===== config.mk =====
export PLATFORM = sky130hd
export DESIGN_NAME = tdm_demux8
export DESIGN_NICKNAME = d
export VERILOG_FILES = /design/src/rtl/tdm_demux8.sv
export SDC_FILE = /design/constraint.sdc
export NUM_CORES = 1
export LEC_CHECK = 0
export CAP_MARGIN = 25
export CORE_MARGIN = 2
export CORE_UTILIZATION = 47
export DETAILED_ROUTE_END_ITERATION = 16
export GPL_ROUTABILITY_DRIVEN = 1
export GPL_TIMING_DRIVEN = 0
export PLACE_DENSITY = 0.82
export REMOVE_ABC_BUFFERS = 1
export SYNTH_ARGS = -nofsm -noshare
export SYNTH_HDL_FRONTEND = slang
export SYNTH_SLANG_ARGS = --single-unit

===== constraint.sdc =====
create_clock -name clk -period 1.9 [get_ports clk]
set_clock_uncertainty 0.1 [all_clocks]
set_input_delay 0.475 -clock clk [delete_from_list [all_inputs] [get_ports clk]]
set_output_delay 0.475 -clock clk [all_outputs]
set_load 0.005 [all_outputs]

===== src/rtl/tdm_demux8.sv =====
// tdm_demux8 -- receive end of the 8:1 time-division link.
//
// Collects one DW-bit slot per valid beat into a shadow register and, once
// the last slot (or the trailing parity beat) arrives, copies the frame to a
// registered output with a single-cycle valid pulse. A frame_start seen in
// the middle of a frame drops the partial frame, flags sync_err and restarts
// collection from that beat.
//
// Build option: define TDM_DEMUX_PARITY_EN to expect one extra even-parity
// beat after the data slots (parity bit = XOR of all data bits, carried on
// din[0]). Without it, parity_err is held at 0. The port list is the same in
// both builds.
//
// Ports
//   clk          in   1         clock, all logic on posedge
//   rst          in   1         synchronous reset, active-high
//   din          in   DW        slot data
//   din_valid    in   1         din / frame_start valid this cycle
//   frame_start  in   1         this valid beat is slot 0
//   dout         out  SLOTS*DW  last completed frame, slot k at dout[k*DW +: DW]
//   dout_valid   out  1         1-cycle pulse, dout just updated
//   busy         out  1         a frame is partially collected
//   sync_err     out  1         1-cycle pulse, frame_start arrived mid-frame
//   parity_err   out  1         1-cycle pulse with dout_valid on parity mismatch
module tdm_demux8 #(
  parameter int DW    = 1,
  parameter int SLOTS = 8
) (
  input  logic                clk,
  input  logic                rst,
  input  logic [DW-1:0]       din,
  input  logic                din_valid,
  input  logic                frame_start,
  output logic [SLOTS*DW-1:0] dout,
  output logic                dout_valid,
  output logic                busy,
  output logic                sync_err,
  output logic                parity_err
);

  localparam int CW = (SLOTS > 1) ? $clog2(SLOTS) : 1;
  localparam logic [CW-1:0] LAST = CW'(SLOTS - 1);

`ifdef TDM_DEMUX_PARITY_EN
  typedef enum logic [1:0] {IDLE, COLLECT, PARITY} state_t;
`else
  typedef enum logic {IDLE, COLLECT} state_t;
`endif

  state_t                state, state_n;
  logic [CW-1:0]         cnt, cnt_n;
  logic [SLOTS*DW-1:0]   shadow, shadow_n;
  logic [SLOTS*DW-1:0]   dout_n;
  logic                  dout_valid_n;
  logic                  sync_err_n;
  logic                  parity_err_n;

  // Next-state / next-output decode
  always_comb begin
    state_n      = state;
    cnt_n        = cnt;
    shadow_n     = shadow;
    dout_n       = dout;
    dout_valid_n = 1'b0;
    sync_err_n   = 1'b0;
    parity_err_n = 1'b0;

    if (din_valid) begin
      unique case (state)
        IDLE: begin
          // Beats without frame_start are discarded until the link re-syncs.
          if (frame_start) begin
            shadow_n[DW-1:0] = din;
            cnt_n            = CW'(1);
            state_n          = COLLECT;
          end
        end

        COLLECT: begin
          if (frame_start) begin
            // Mid-frame restart: drop the partial frame, this beat is slot 0.
            sync_err_n       = 1'b1;
            shadow_n[DW-1:0] = din;
            cnt_n            = CW'(1);
          end else begin
            shadow_n[int'(cnt)*DW +: DW] = din;
            if (cnt == LAST) begin
              cnt_n = '0;
`ifdef TDM_DEMUX_PARITY_EN
              state_n = PARITY;
`else
              dout_n       = shadow_n;
              dout_valid_n = 1'b1;
              state_n      = IDLE;
`endif
            end else begin
              cnt_n = cnt + CW'(1);
            end
          end
        end

`ifdef TDM_DEMUX_PARITY_EN
        PARITY: begin
          if (frame_start) begin
            sync_err_n       = 1'b1;
            shadow_n[DW-1:0] = din;
            cnt_n            = CW'(1);
            state_n          = COLLECT;
          end else begin
            // Even parity: din[0] must equal the XOR of all data bits.
            dout_n       = shadow;
            dout_valid_n = 1'b1;
            parity_err_n = (din[0] != ^shadow);
            state_n      = IDLE;
          end
        end
`endif

        default: begin
          state_n = IDLE;
          cnt_n   = '0;
        end
      endcase
    end
  end

  // Registered state and outputs
  always_ff @(posedge clk) begin
    if (rst) begin
      state      <= IDLE;
      cnt        <= '0;
      shadow     <= '0;
      dout       <= '0;
      dout_valid <= 1'b0;
      sync_err   <= 1'b0;
      parity_err <= 1'b0;
    end else begin
      state      <= state_n;
      cnt        <= cnt_n;
      shadow     <= shadow_n;
      dout       <= dout_n;
      dout_valid <= dout_valid_n;
      sync_err   <= sync_err_n;
      parity_err <= parity_err_n;
    end
  end

  assign busy = (state != IDLE);

endmodule


==> summary.txt <==
Route
  – Vias: 1,045
  – DRC: 0
  – WL/cell: 15.34 um
  – Via density: 5.806
  – DRT Pass-1 Iters: 4
  – Drt total wl: 2.761 mm
  – Initial drt markers: 8
  – Routed Antenna Nets: 0

GRT
  – Antenna violations before repair: 0
  – Grt ovf: 0
  – Pin count of the biggest net entering global routing: 24
  – Vias in the first global route: 969
  – First-pass GRT wire length: 4.478 mm
  – GRT Resource Usage Total: 21.76%

Timing
  – Slew @ Worst Pin: 0.8390 ns
  – Max frequency: 0.5347 GHz
  – Final worst path period share: 98.44%
  – Final Critical Period: 1.870 ns
  – Setup ws final: 0.02973 ns
  – Setup violators final: 0
  – Final hold vios: 0
  – Max transition margin: 43.89%
  – Fin. max-slew vios: 0

Place
  – Number of buffers added on ports: 15
  – Dpl hpwl: 1.647 mm
  – Setup WS pre-CTS: -0.7093 ns
  – Routability-driven placement congestion ratio: 0.8498
  – Dpl cell area: 0.001308 mm^2

Cells and area
  – Layout Nets: 163
  – Synthesis-to-layout area growth: 28.16%
  – # diodes: 0
  – Final instance area: 0.001509 mm^2
  – Share of cells above drive strength 1: 21.33%

CTS
  – CTS H-tree lvls: 1
  – Clk sinks: 22
  – CTS tree: done
  – Worst-path clk slew: 0.13 ns
  – CTS Root Cell: clkbuf_4
  – TritonCTS Buffers: 3
  – CTS Buffer Depth: 2
  – Worst skew pair latency: 0.33 ns

Critical path
  – WS Path Type: flip-flop to flip-flop
  – RR Startpoint: cnt[1]
  – CP max FO: 5
  – CP startpoint kind: flip-flop
  – Worst EP required: 2.04 ns
  – CP Data Arrival Time: 2.01 ns
  – Launch point of the critical path: cnt[1]
  – Worst Setup End Kind: flip-flop

Synthesis
  – Register area share after synthesis: 37.41%
  – Post-synth EDFFs: 0
  – Yosys warning count: 0
  – Main synth FF type: dfxtp_1
  – Synth Instances: 131
  – Post-synthesis cell area: 0.001177 mm^2
  – Average cell area after synthesis: 8.988 um^2
  – Async S/R FF share, synth: 0%
  – Post-synthesis cell type count: 39
  – #FFs+latches synth: 22

Pwr
  – VDD IR-drop max: 0.4619 mV
  – Total Power: 0.9804 mW
  – P per Cell Area: 649.7 mW/mm^2
  – LEAKAGE: 0.5556 nW

Floorplanning
  – Core area: 0.002432 mm^2
  – Die H: 54.05 um
  – # rows: 18
  – Die width: 54.05 um
  – Num ports: 17
  – Initial Util: 48.41%
  – Die area: 0.002921 mm^2

Worst hold path
  – Hold path startpoint: shadow[7]
  – Path category of the worst min-delay check: flip-flop to flip-flop

Outcome
  – Status: completed

Job
  – Maxcap violations: 0
## placed cells by master, fill, tap and decap left out, types with 2 or more instances in the layout
master / netlist / routed
a211oi_1: 6 / 6
a21oi_1: 8 / 8
a22oi_1: 2 / 2
buf_4: 3 / 7
clkbuf_4: 0 / 3
clkdlybuf4s50_1: 0 / 14
dfxtp_1: 22 / 18
dfxtp_2: 0 / 2
dfxtp_4: 0 / 2
ha_1: 7 / 5
inv_1: 5 / 4
mux2i_1: 7 / 7
nand2_1: 7 / 7
nand2b_1: 4 / 3
nand3_1: 3 / 3
nand3b_1: 2 / 2
nand4_1: 3 / 3
nor2_1: 15 / 14
nor3_4: 1 / 3
nor4b_4: 1 / 2
o21ai_0: 9 / 8
o21ai_1: 1 / 2
o31ai_1: 2 / 2
## layer usage
metal	up-vias	global-route usage, %	wire [um]
met3	5	2.500	106
li1	515	-	-
met2	24	39.43	1445
met5	-	0	0
met4	0	10.00	40
met1	501	25.34	1168
## kinds of logic after synthesis
kind of cell / share of synthesized area [%]
fa+ha+maj: 7.439
other cells: 0.3185
buf+inv: 6.482
mux: 5.951
simple gates: 23.91
flops: 37.41
compound gates: 18.49
## power by group
part,total [mW],internal [mW],switching (mW),leakage (nW)
clock,0.370,0.214,0.156,0.0279
combinational,0.140,0.0605,0.0790,0.348
sequential,0.471,0.465,0.00560,0.180
total,0.980,0.739,0.241,0.556
## path summary, 6_finish.rpt
path	to	slack, ns	cells past startpoint
max reg2reg	dout[4]	0.03	7
min reg2reg	shadow[7]	0.39	2
min	shadow[7]	0.39	2
max	dout[4]	0.03	7
## critical path, stage by stage, from the launching register on
cell and delay, ns:
dfxtp_4 0.39, inv_1 0.07, ha_2 0.19, ha_4 0.30, nor4b_4 0.23, o21ai_1 0.15, mux2i_1 0.14, a211oi_1 0.21
## stage by stage
stage | util, % | hold slack [ns] | std cells | TNS [ns]
after floorplan | - | 0.3440 | 123 | -1.246
after global placement | 53.76 | 0.3600 | 168 | -6.645
after detailed placement | 53.76 | 0.3700 | 168 | -7.616
after CTS | 60.34 | 0.3883 | 179 | 0
after global routing | 62.04 | 0.4176 | 180 | -0.05067
final | 62.04 | 0.3872 | 180 | 0
## cells in the mapped netlist (2+ instances only)
| master | n | share of area, % |
|---|---|---|
| a211oi_1 | 6 | 3.8 |
| a21oi_1 | 8 | 3.4 |
| a22oi_1 | 2 | 1.3 |
| buf_4 | 3 | 1.9 |
| buf_6 | 2 | 1.9 |
| clkbuf_1 | 2 | 0.64 |
| dfxtp_1 | 22 | 37 |
| ha_1 | 7 | 7.4 |
| inv_1 | 5 | 1.6 |
| mux2i_1 | 7 | 6.0 |
| nand2_1 | 7 | 2.2 |
| nand2b_1 | 4 | 2.1 |
| nand3_1 | 3 | 1.3 |
| nand3b_1 | 2 | 1.3 |
| nand4_1 | 3 | 1.6 |
| nor2_1 | 15 | 4.8 |
| nor3_1 | 2 | 0.85 |
| o21ai_0 | 9 | 3.8 |
| o31ai_1 | 2 | 1.3 |
## layout make-up
type                       instances  area (um^2)
inverter                           5        18.77
tap                               30        37.54
multi-input combinational         96        724.4
timing repair buffer              23        225.2
clock inverter                     1        30.03
sequential                        22        450.4
fill                             198        923.4
clock buffer                       3        22.52
## sequential cells by signal, summed over array words and instances (netlist names)
register,cells
busy,1
shadow,8
sync_err,1
cnt,3
dout_valid,1
dout,8
## what timing repair did
item,CTS,global route
hold buffers,0,0
pin swaps,2,0
endpoints found under the setup margin,16,12
hold endpoints to repair,0,0
setup buffers,7,1
cloned,0,0
gates resized for setup,11,11
Power figures use the tool's default switching activity.
